--- config.mk ---
export PLATFORM = sky130hd
export DESIGN_NAME = matrix_window_loader_flat
export DESIGN_NICKNAME = d
export VERILOG_FILES = /design/src/rtl/matrix_window_loader_if.sv /design/src/rtl/matrix_window_loader.sv /design/src/flat_wrapper.sv
export SDC_FILE = /design/constraint.sdc
export NUM_CORES = 1
export LEC_CHECK = 0
export CORE_MARGIN = 4
export CORE_UTILIZATION = 45
export DETAILED_ROUTE_END_ITERATION = 7
export PLACE_DENSITY = 0.81
export SETUP_SLACK_MARGIN = 0.2
export SYNTH_ARGS = -nofsm -noshare
export SYNTH_HDL_FRONTEND = slang
export SYNTH_SLANG_ARGS = --single-unit
--- constraint.sdc ---
create_clock -name clk -period 4.8 [get_ports clk]
set_clock_uncertainty 0.1 [all_clocks]
set_input_delay 0.48 -clock clk [delete_from_list [all_inputs] [get_ports clk]]
set_output_delay 0.48 -clock clk [all_outputs]
set_load 0.02 [all_outputs]
--- src/rtl/matrix_window_loader_if.sv ---
// Handshake/data bundle between the pixel source, the window loader and the matrix index reader.
// The master drives pixels and control; the slave is the loader.
interface matrix_window_loader_if #(
  parameter int MAX_KERNEL = 3
);
  localparam int IDX_W = $clog2(MAX_KERNEL);
  localparam int KS_W  = $clog2(MAX_KERNEL + 1);

  // Valid/ready rule for both channels: a transfer happens on the rising clk edge where
  // valid and ready are both high; valid-side payload is don't-care otherwise.
  logic                                    clear;
  logic                                    start;
  logic [KS_W-1:0]                         k_size;
  logic                                    px_valid;
  logic [7:0]                              px_data;
  logic                                    px_ready;
  logic                                    win_valid;
  logic                                    win_ready;
  logic [MAX_KERNEL-1:0][MAX_KERNEL-1:0][7:0] window;
  logic [IDX_W-1:0]                        wr_x;
  logic [IDX_W-1:0]                        wr_y;
  logic [1:0]                              state_dbg;

  modport master (
    output clear, start, k_size, px_valid, px_data, win_ready,
    input  px_ready, win_valid, window, wr_x, wr_y, state_dbg
  );

  modport slave (
    input  clear, start, k_size, px_valid, px_data, win_ready,
    output px_ready, win_valid, window, wr_x, wr_y, state_dbg
  );
endinterface

--- src/rtl/matrix_window_loader.sv ---
// Fills a k x k pixel window (window[x][y], row-major, x fastest) from a serial stream and
// hands it to the reader with valid/ready. Optional macro WINDOW_SLIDE_EN enables stride-1 column sliding.
module matrix_window_loader #(
  parameter int MAX_KERNEL = 3
) (
  input logic                    clk,
  input logic                    n_rst,
  matrix_window_loader_if.slave  bus
);
  localparam int IDX_W = $clog2(MAX_KERNEL);
  localparam int KS_W  = $clog2(MAX_KERNEL + 1);

  typedef enum logic [1:0] {IDLE = 2'd0, FILL = 2'd1, FULL = 2'd2} state_t;

  state_t                                   state_q, state_d;
  logic [KS_W-1:0]                          k_lat_q, k_sel, k_last;
  logic [IDX_W-1:0]                         wr_x_q, wr_y_q;
  logic [MAX_KERNEL-1:0][MAX_KERNEL-1:0][7:0] win_q;
  logic                                     accept, at_last, too_big;
`ifdef WINDOW_SLIDE_EN
  logic                                     col_mode_q;
`endif

  // Only widths that can encode values above MAX_KERNEL need the upper clamp.
  if ((1 << KS_W) - 1 > MAX_KERNEL) begin : g_clamp
    assign too_big = (bus.k_size > KS_W'(MAX_KERNEL));
  end else begin : g_no_clamp
    assign too_big = 1'b0;
  end

  always_comb begin
    k_sel = bus.k_size;
    if (bus.k_size == '0 || too_big) k_sel = KS_W'(MAX_KERNEL);
  end

  assign k_last  = k_lat_q - KS_W'(1);
  assign accept  = bus.px_valid && (state_q == FILL);
  // Column-refill mode keeps wr_x at k_last, so one end condition serves both fill styles.
  assign at_last = (KS_W'(wr_x_q) == k_last) && (KS_W'(wr_y_q) == k_last);

  always_ff @(posedge clk or negedge n_rst) begin
    if (!n_rst) state_q <= IDLE;
    else        state_q <= state_d;
  end

  always_comb begin
    state_d = state_q;
    if (bus.clear) begin
      state_d = IDLE;
    end else begin
      case (state_q)
        IDLE:    if (bus.start) state_d = FILL;
        FILL:    if (accept && at_last) state_d = FULL;
        FULL:    if (bus.win_ready) state_d = FILL;
        default: state_d = IDLE;
      endcase
    end
  end

  always_ff @(posedge clk or negedge n_rst) begin
    if (!n_rst) begin
      win_q      <= '0;
      wr_x_q     <= '0;
      wr_y_q     <= '0;
      k_lat_q    <= KS_W'(MAX_KERNEL);
`ifdef WINDOW_SLIDE_EN
      col_mode_q <= 1'b0;
`endif
    end else if (bus.clear) begin
      win_q      <= '0;
      wr_x_q     <= '0;
      wr_y_q     <= '0;
`ifdef WINDOW_SLIDE_EN
      col_mode_q <= 1'b0;
`endif
    end else begin
      case (state_q)
        IDLE: begin
          if (bus.start) begin
            win_q      <= '0;
            wr_x_q     <= '0;
            wr_y_q     <= '0;
            k_lat_q    <= k_sel;
`ifdef WINDOW_SLIDE_EN
            col_mode_q <= 1'b0;
`endif
          end
        end
        FILL: begin
          if (accept) begin
            win_q[wr_x_q][wr_y_q] <= bus.px_data;
            // Position freezes on the final beat so FULL reports where the fill ended.
            if (!at_last) begin
`ifdef WINDOW_SLIDE_EN
              if (col_mode_q) begin
                wr_y_q <= wr_y_q + IDX_W'(1);
              end else
`endif
              if (KS_W'(wr_x_q) == k_last) begin
                wr_x_q <= '0;
                wr_y_q <= wr_y_q + IDX_W'(1);
              end else begin
                wr_x_q <= wr_x_q + IDX_W'(1);
              end
            end
          end
        end
        FULL: begin
          if (bus.win_ready) begin
`ifdef WINDOW_SLIDE_EN
            for (int x = 0; x < MAX_KERNEL - 1; x++) begin
              if (KS_W'(x) < k_last) win_q[x] <= win_q[x+1];
            end
            wr_x_q     <= IDX_W'(k_last);
            wr_y_q     <= '0;
            col_mode_q <= 1'b1;
`else
            wr_x_q <= '0;
            wr_y_q <= '0;
`endif
          end
        end
        default: ;
      endcase
    end
  end

  assign bus.px_ready  = (state_q == FILL);
  assign bus.win_valid = (state_q == FULL);
  assign bus.window    = win_q;
  assign bus.wr_x      = wr_x_q;
  assign bus.wr_y      = wr_y_q;
  assign bus.state_dbg = state_q;
endmodule

--- src/flat_wrapper.sv ---
// flat-port wrapper written by rule: the top's interface ports become plain ports
module matrix_window_loader_flat 
#(
  parameter int MAX_KERNEL = 3
)
  (clk, n_rst, bus_clear, bus_start, bus_k_size, bus_px_valid, bus_px_data, bus_win_ready, bus_px_ready, bus_win_valid, bus_window, bus_wr_x, bus_wr_y, bus_state_dbg);
  matrix_window_loader_if #(.MAX_KERNEL(MAX_KERNEL)) bus_i ();
  input logic clk;
  input logic n_rst;
  input wire logic [$bits(bus_i.clear)-1:0] bus_clear;
  input wire logic [$bits(bus_i.start)-1:0] bus_start;
  input wire logic [$bits(bus_i.k_size)-1:0] bus_k_size;
  input wire logic [$bits(bus_i.px_valid)-1:0] bus_px_valid;
  input wire logic [$bits(bus_i.px_data)-1:0] bus_px_data;
  input wire logic [$bits(bus_i.win_ready)-1:0] bus_win_ready;
  output wire logic [$bits(bus_i.px_ready)-1:0] bus_px_ready;
  output wire logic [$bits(bus_i.win_valid)-1:0] bus_win_valid;
  output wire logic [$bits(bus_i.window)-1:0] bus_window;
  output wire logic [$bits(bus_i.wr_x)-1:0] bus_wr_x;
  output wire logic [$bits(bus_i.wr_y)-1:0] bus_wr_y;
  output wire logic [$bits(bus_i.state_dbg)-1:0] bus_state_dbg;
  assign bus_i.clear = bus_clear;
  assign bus_i.start = bus_start;
  assign bus_i.k_size = bus_k_size;
  assign bus_i.px_valid = bus_px_valid;
  assign bus_i.px_data = bus_px_data;
  assign bus_i.win_ready = bus_win_ready;
  assign bus_px_ready = bus_i.px_ready;
  assign bus_win_valid = bus_i.win_valid;
  assign bus_window = bus_i.window;
  assign bus_wr_x = bus_i.wr_x;
  assign bus_wr_y = bus_i.wr_y;
  assign bus_state_dbg = bus_i.state_dbg;
  matrix_window_loader #(.MAX_KERNEL(MAX_KERNEL)) u_core (.clk(clk), .n_rst(n_rst), .bus(bus_i));
endmodule
---- Word level (Yosys, flattened, before mapping) ----
Cells that the tools add are included.
operators by class
  add/sub/neg operators ................... 3
  $mul .................................... 0
  divide/modulo/power cells ............... 0
  $lt $le $gt $ge ......................... 4
  equal/unequal tests ..................... 10
  shift-type cells ........................ 0
  mux-type cells .......................... 27
  bitwise logic cells ..................... 1
  reduce and logical (&&, ||, !) cells .... 14
operators by type and width
  cell                                                                   number
  72-bit two-way mux                                                     3
  72-bit one-hot mux with 2 select lines                                 1
  72-bit bitwise mux                                                     1
  24-bit demux with 2-bit select                                         1
  2-bit two-way mux                                                      15
  24-bit two-way mux                                                     1
  2-bit one-hot mux with 3 select lines                                  3
  8-bit demux with 2-bit select                                          1
  3-bit by 2-bit != test with 1-bit output, second input constant        3
  3-bit != test, second input constant                                   3
  3-bit AND reduction                                                    3
  8-bit two-way mux                                                      1
  2-bit by 3-bit < comparator with 1-bit output, second input constant   2
  6-bit AND reduction                                                    1
  1-bit logical AND                                                      5
  5-bit AND reduction                                                    1
  2-bit by 1-bit adder with 2-bit output, second input constant          2
  2-bit == test                                                          2
  2-bit by 1-bit >= comparator with 1-bit output, second input constant  2
  2-bit zero test                                                        2
  4-bit nonzero test                                                     1
  3-bit nonzero test                                                     1
  2-bit by 1-bit == test with 1-bit output, second input constant        1
  2-bit == test, second input constant                                   1
  2 further kinds                                                        2
storage, ports and cells
  flip-flop bits (word level) ............. 80
  latch bits .............................. 0
  RAM bits ................................ 0
  ROM bits ................................ 0
  bits of input ports ..................... 16
  output and inout port bits .............. 80
  logic and storage cells ................. 72
  memories kept ........................... 0

---- Depth between registers and ports, before layout ----
Gate-level depths: netlist (run 1).
  word-level depth ........................ 10
  mapped depth ............................ 7
  mapped depth without buffers ............ 7

---- Least setup slack after synthesis (run 1) ----
Ideal clock, no wire load.
  kind .................................... flip-flop to flip-flop
  from .................................... register u_core.wr_y_q[0], in the netlist u_core.bus.wr_y[0]
  to ...................................... register u_core.wr_y_q[1], in the netlist u_core.bus.wr_y[1]
  setup time .............................. 0.122 ns
  arrival ................................. 1.697 ns
  required time ........................... 4.578 ns
  setup slack ............................. 2.882 ns
  cell stages (with the launch flop) ...... 5
  buffers on the path ..................... 0
  clock period less this slack ............ 1.918 ns
  path through ............................ dfrtp_1 or4bb_1 a211oi_2 nor4_2 a32o_1
between the ends
  cells in the longest elaborated chain, start to end .. 6
  elaborated cells between the ends (all ways) .. 10
  classes of those cells .................. 1 x add/sub; 2 x eq/ne; 5 x mux; 2 x reduce/logical
ends and longest elaborated chain
  what                                    line                         RTL
  start: declaration                      matrix_window_loader.sv:17   logic [IDX_W-1:0] wr_x_q, wr_y_q;
  start signal: assignment                matrix_window_loader.sv:101  wr_y_q <= wr_y_q + IDX_W'(1);
  2-bit by 1-bit adder with 2-bit output  matrix_window_loader.sv:101
  2-bit two-way mux                       matrix_window_loader.sv:99   if (KS_W'(wr_x_q) == k_last) begin
  2-bit two-way mux                       matrix_window_loader.sv:93   if (!at_last) begin
  2-bit two-way mux                       matrix_window_loader.sv:90   if (accept) begin
  2-bit one-hot mux with 3 select lines   matrix_window_loader.sv:77   case (state_q)
  2-bit two-way mux                       matrix_window_loader.sv:69   end else if (bus.clear) begin
Parallel ways exist; a longest one is shown, timed or not. The select of a mux whose other input is x is not followed.
A chain may end at the register's enable or synchronous reset.

---- Final worst setup path (run 1) ----
  from .................................... register u_core.state_q[1], in the netlist u_core.bus.state_dbg[1]
  to ...................................... output port bus_px_ready
between the ends
  cells in the longest elaborated chain, start to end .. 1
ends and longest elaborated chain
  what                                      line                         RTL
  start: declaration                        matrix_window_loader.sv:15   state_t state_q, state_d;
  start signal: assignment                  matrix_window_loader.sv:43   else state_q <= state_d;
  2-bit by 1-bit == test with 1-bit output  matrix_window_loader.sv:128  assign bus.px_ready = (state_q == FILL);
  end: declaration                          flat_wrapper.sv:16           output wire logic [$bits(bus_i.px_ready)-1:0] bus_px_ready;
Every way passes these cells.

==> results of run 1 <==
-- power by group through the flow --
stage	clock network, mW	logic, mW	registers [mW]
6_report	0.476	0.120	0.694
3_3_place_gp	0	0.117	0.707
5_1_grt	0.513	0.133	0.696
2_1_floorplan	0	0.0577	0.711
4_1_cts	0.482	0.120	0.694
3_5_place_dp	0	0.120	0.707
-- per-layer routing --
metal / up-vias / wire, um / track usage [%]
met1: 1323 / 3610 / 28.4
met4: 0 / 135 / 8.29
met2: 117 / 4130 / 33.7
met3: 13 / 637 / 4.68
met5: - / 0 / 0
li1: 1282 / - / -
-- placed cells by master, fill, tap and decap left out, drive strengths merged --
| master | Yosys | layout |
|---|---|---|
| a211oi | 2 | 2 |
| nand2 | 89 | 89 |
| clkbuf | 0 | 11 |
| a22o | 1 | 1 |
| nor3 | 1 | 1 |
| a32o | 1 | 1 |
| or4b | 1 | 1 |
| nand4b | 1 | 1 |
| nor4 | 1 | 1 |
| or4bb | 2 | 2 |
| nor2b | 4 | 4 |
| dfstp | 2 | 2 |
| a21oi | 2 | 2 |
| mux2i | 3 | 3 |
| bufinv | 0 | 1 |
| clkdlybuf4s50 | 0 | 94 |
| o211ai | 1 | 1 |
| nor4b | 1 | 1 |
| o21bai | 2 | 2 |
| nand3 | 2 | 2 |
| nor2 | 5 | 5 |
| a31oi | 1 | 1 |
| xor2 | 1 | 1 |
| buf | 1 | 1 |
| clkinv | 0 | 4 |
| dfrtp | 78 | 78 |
| o31ai | 2 | 2 |
| ha | 6 | 6 |
| inv | 16 | 16 |
| or2 | 1 | 1 |
| o21ai | 84 | 84 |
| nand2b | 2 | 2 |
| and2b | 1 | 1 |
-- worst max path at each step --
stage / startpoint / endpoint / slack (ps) / cells after the start
2_1_floorplan: u_core.bus.wr_y[0]$_DFFE_PN0P_ / u_core.bus.wr_y[1]$_DFFE_PN0P_ / 2880 / 4
3_3_place_gp: bus_px_valid / u_core.bus.window[58]$_DFFE_PN0P_ / 2280 / 6
3_5_place_dp: bus_px_valid / u_core.bus.window[58]$_DFFE_PN0P_ / 2190 / 6
4_1_cts: u_core.bus.state_dbg[1]$_DFFE_PN0P_ / bus_px_ready / 2480 / 2
5_1_grt: u_core.bus.state_dbg[1]$_DFFE_PN0P_ / u_core.bus.window[18]$_DFFE_PN0P_ / 2320 / 5
6_report: u_core.bus.state_dbg[1]$_DFFE_PN0P_ / bus_px_ready / 2470 / 2
-- logic make-up after synthesis --
| kind of cell | after synthesis | share of synthesized area (%) |
|---|---|---|
| multiplexers | 3 | 0.942 |
| adder cells (fa/ha/maj) | 6 | 2.35 |
| flip-flops | 80 | 62.8 |
| XOR/XNOR | 1 | 0.275 |
| AND/OR/NAND/NOR | 111 | 15.2 |
| buffers and inverters | 17 | 2.04 |
| AO/OA/AOI/OAI | 96 | 16.4 |
-- per-stage QoR --
step	utilization, %	area, um2	hold WS [ps]
5_1_grt	65.0	4440	265
3_3_place_gp	62.3	4250	362
6_report	65.0	4440	166
4_1_cts	65.0	4440	231
3_5_place_dp	62.3	4250	370
2_1_floorplan	-	3190	84.4
-- state kept, by name, indices dropped and copies added, names as in the netlist --
register,flops
u_core.bus.window,72
u_core.bus.state_dbg,2
u_core.bus.wr_x,2
u_core.bus.wr_y,2
u_core.k_lat_q,2
-- worst max-delay path, delay by kind of cell (launching register included) --
family,cells,cell delay [ps]
buffers and inverters,1,630
DFF,1,470
and+or+nand+nor,1,310
-- area by class of cell --
cell class	instances	area [um2]
inverter	16	60.1
sequential	80	2000
clock buffer	11	131
tap	96	120
timing repair buffer	95	948
fill	555	2390
clock inverter	5	57.6
multi-input combinational	217	1120
==> flow_summary.ini, run 1 <==
[outcome]
status = completed

[power]
pwr-share-seq_pct = 53.8
switchingPower_uw = 324
comb_power_share_pct = 9.3
p_per_area_nw_per_um2 = 290
swShare_pct = 25.2
ir_drop_v = 0.000146
p_leak_nw = 1.93
p_clk_share_pct = 36.9
p_int_uw = 965
finalPower_mw = 1.29

[synthesis]
ys_ff_latch = 80
synthArstFlopShare_pct = 100
yosys-top-cells-area = dfrtp_1, nand2_1, o21ai_0
avgSynthCellArea_um2 = 10.2
synth_largest_area_cell = dfrtp_1
synth-main-ff-cell = dfrtp_1
synth_nets = 336
synth_cells = 314
synth_edf_count = 0
ys_seq_area_share_pct = 62.8
netlist_area_um2 = 3190
ys_types = 32
yosysMostFrequentCell = nand2_1
ys.warnings.count = 0
yosys-top-cells-count = nand2_1, dfrtp_1, o21ai_0
yosys.area.top_type_share_pct = 61.2

[timing]
drv_slew = 0
setup_slack_ps = 2470
slew_headroom_pct = 34.6
clock.fmax_mhz = 429
finalHoldViolCount = 0
tns_ps = 0
period_minus_slack_ps = 2330
rsz0062_at_grt = no
fin_crit_sh_pct = 48.6
tightest_slew_ps = 981
setup_viol = 0

[detailed_routing]
drt_wl_total_um = 8520
vias_per_cell = 5.26
num_vias = 2735
ant_nets = 0
drt_iter0_markers = 168
drtPass1Iterations = 5
drc = 0
wl_per_cell_um = 16.4

[run]
maxCapViolations = 0

[clocking]
cts.clk_slew.worst_paths_ps = 80
ctsLongestPathBuffers = 2
cts-htree-levels = 3
cts_resized = 0
tritoncts = done
cts-root-buf = clkbuf_8
cts_sinks = 80
insertion_delay_ps = 350
cts_buffers = 9
post_cts_buffers = 0
cts_hold_buf = 0

[critical_path]
r2r-start = u_core.bus.state_dbg[1]$_DFFE_PN0P_
ff2ff_setup_slack_ps = 2520
endpoint_kind = output pin
crit_fanout = 7
critPathMaxStageDelay_ps = 630
cp_cell_sequence = and2b_1 > clkdlybuf4s50_1
critPathKind = flop to output pin
worstPathRequired_ps = 4220
crit_arrival_ps = 1750
reg2reg_depth = 5
critPathLaunchType = flop
r2r-end = u_core.bus.window[55]$_DFFE_PN0P_
crit_slowest_cell = clkdlybuf4s50_1

[die]
start_util_pct = 46.7
fp.dieW_um = 92.2
row_count = 30
core_region_area_um2 = 6830
io-pin-count = 96
die_area_um2 = 8500
die_h_um = 92.2

[placement]
hpwl_um = 6080
place_worst_setup_slack_ps = 2190
gp_congestion = 0.823
portBuffers = 95
placed_cells = 504

[finish]
area_growth_pct = 39.3
fin_nets = 441
layout-drive-gt1-share_pct = 5.42
layoutNonFillerInstCount = 520
num_antenna_cells = 0

[global_route]
grt_max_degree = 81
overflow = 0
grt_pass1_vias = 2681
antenna_found_initial = 0
grt.total_usage_pct = 21.2
grt_pass1_wl_um = 14000

[min_path]
worstHoldPathType = input pin to async pin
No activity file was read; power rests on OpenSTA's default activity.
==> run 2: changes to the inputs <==
--- a/config.mk
+++ b/config.mk
@@ -6,9 +6,9 @@
 export NUM_CORES = 1
 export LEC_CHECK = 0
 export CORE_MARGIN = 4
-export CORE_UTILIZATION = 45
+export CORE_UTILIZATION = 42
 export DETAILED_ROUTE_END_ITERATION = 7
-export PLACE_DENSITY = 0.81
+export PLACE_DENSITY = 0.8
 export SETUP_SLACK_MARGIN = 0.2
 export SYNTH_ARGS = -nofsm -noshare
 export SYNTH_HDL_FRONTEND = slang
==> constraint.sdc (replaced) <==
create_clock -name clk -period 2.1 [get_ports clk]
set_clock_uncertainty 0.1 [all_clocks]
set_input_delay 0.21 -clock clk [delete_from_list [all_inputs] [get_ports clk]]
set_output_delay 0.21 -clock clk [all_outputs]
set_load 0.02 [all_outputs]
==> flow_summary.ini, run 2 (synthesized netlist as in run 1, its figures left out) <==
[finish]
n_fill_cell = 603
layout-drive-gt1-share_pct = 13.7
final_cell_mix = clkdlybuf4s50_1, nand2_1, dfrtp_1, o21ai_0, o21ai_1
layoutNonFillerInstCount = 543
area_growth_pct = 48.8
layout_commonest_cell = clkdlybuf4s50_1
largest_reg_flops = 72
num_antenna_cells = 0
finalCoreUtilization_pct = 64.8
fin_nets = 461

[placement]
placed_cells = 519
portBuffers = 95
gp_congestion = 0.905
hpwl_um = 6220

[die]
die_area_um2 = 9050
core_region_area_um2 = 7330
io-pin-count = 96
fp.dieW_um = 95.1
start_util_pct = 43.5
row_count = 31
die_h_um = 95.1

[critical_path]
critPathKind = flop to flop
r2r-end = u_core.bus.wr_y[0]$_DFFE_PN0P_
critPathLaunchType = flop
r2r-start = u_core.k_lat_q[0]$_DFFE_PN1P_
critical_path.startpoint = u_core.k_lat_q[0]$_DFFE_PN1P_
crit_fanout = 7
endpoint_kind = flop
ff2ff_setup_slack_ps = 70
worstPathRequired_ps = 2290
reg2reg_depth = 5
crit_arrival_ps = 2220

[clocking]
cts.clk_slew.worst_paths_ps = 80
cts_sinks = 80
ctsLongestPathBuffers = 2
cts_buffers = 9
cts-htree-levels = 3
insertion_delay_ps = 350
tritoncts = done
cts-root-buf = clkbuf_8

[timing]
finalHoldViolCount = 0
fin_crit_sh_pct = 96.7
drv_slew = 0
slew_headroom_pct = 62.1
period_minus_slack_ps = 2030
tightest_slew_ps = 560
rsz0062_at_grt = yes
clock.fmax_mhz = 492
setup_viol = 0

[detailed_routing]
drc = 0
drt_wl_total_um = 8980
num_vias = 2769
drt_iter0_markers = 130
ant_nets = 0
vias_per_cell = 5.10
drtPass1Iterations = 4
wl_per_cell_um = 16.5

[power]
ir_drop_v = 0.000357
p_per_area_nw_per_um2 = 694
p_leak_nw = 2.07
finalPower_mw = 3.30

[global_route]
grt_pass1_wl_um = 14400
grt_max_degree = 48
grt_pass1_vias = 2806
grt.total_usage_pct = 21.0
overflow = 0
antenna_found_initial = 0

[min_path]
worstHoldPathType = input pin to async pin

[run]
maxCapViolations = 0

[outcome]
status = completed
[run 2: cell count changes in the layout (fill, tap and decap cells not counted), sizes merged]
cell           delta
buf              +19
bufinv            +2
clkdlybuf4s50     -2
clkinv            -2
dlygate4sd2       +2
dlygate4sd3       +1
[run 2: final cells by class]
cell class	instances	area, um2	area share (%)
multi-input cells	217	1200	25.3
clock inverters	5	104	2.19
clock buffers	11	141	2.98
repair buffers	115	1110	23.4
inverters	16	60.1	1.27
flip-flops and latches	80	2010	42.3
well taps	99	124	2.61
[run 2: repair_timing]
item / in CTS / in global routing
buffers inserted: 3 / 4
hold buffers: 1 / 0
pin swaps: 1 / 3
setup endpoints to repair: 79 / 78
gates resized for setup: 13 / 15
hold endpoints to repair: 31 / 0
[run 2: routing by layer]
metal  track usage, %  wire [um]  up-vias  part of all wire (%)
met1             28.5       3900     1349                    43
met3             5.92        587       10                   6.5
met5                0          0        -                     0
met2             33.0       4390       93                    49
li1                 -          -     1317                     -
met4             6.01        101        0                   1.1
[run 2: worst max path at each step]
stage                                              endpoint  cells past startpoint
after floorplan           u_core.bus.window[24]$_DFFE_PN0P_                      6
after global placement    u_core.bus.window[50]$_DFFE_PN0P_                      6
after detailed placement  u_core.bus.window[55]$_DFFE_PN0P_                      6
after CTS                 u_core.bus.window[33]$_DFFE_PN0P_                      5
after global routing         u_core.bus.wr_y[0]$_DFFE_PN0P_                      5
final                        u_core.bus.wr_y[0]$_DFFE_PN0P_                      5
[run 2: critical path: stages, from the launching register on]
cell,delay [ps]
dfstp_2,560
or4bb_4,550
a211oi_4,320
nor4_4,110
o21bai_2,180
a22o_1,150
[run 2: metrics by stage]
stage,instance area (um2),TNS [ps],setup slack [ps],hold slack (ps)
floorplan,3190,0,217,-186
global placement,4360,-6840,-131,88.3
detailed placement,4360,-12760,-219,99.2
CTS,4680,0,92.8,255
global route,4750,-143,-28.9,264
finish,4750,0,69.5,245
[run 2: report_power, final]
| group | switching [mW] | internal, mW | total (mW) | leakage (nW) |
|---|---|---|---|---|
| Sequential | 0.0235 | 1.56 | 1.59 | 1.11 |
| Combinational | 0.202 | 0.133 | 0.335 | 0.844 |
| Clock | 0.552 | 0.823 | 1.38 | 0.124 |
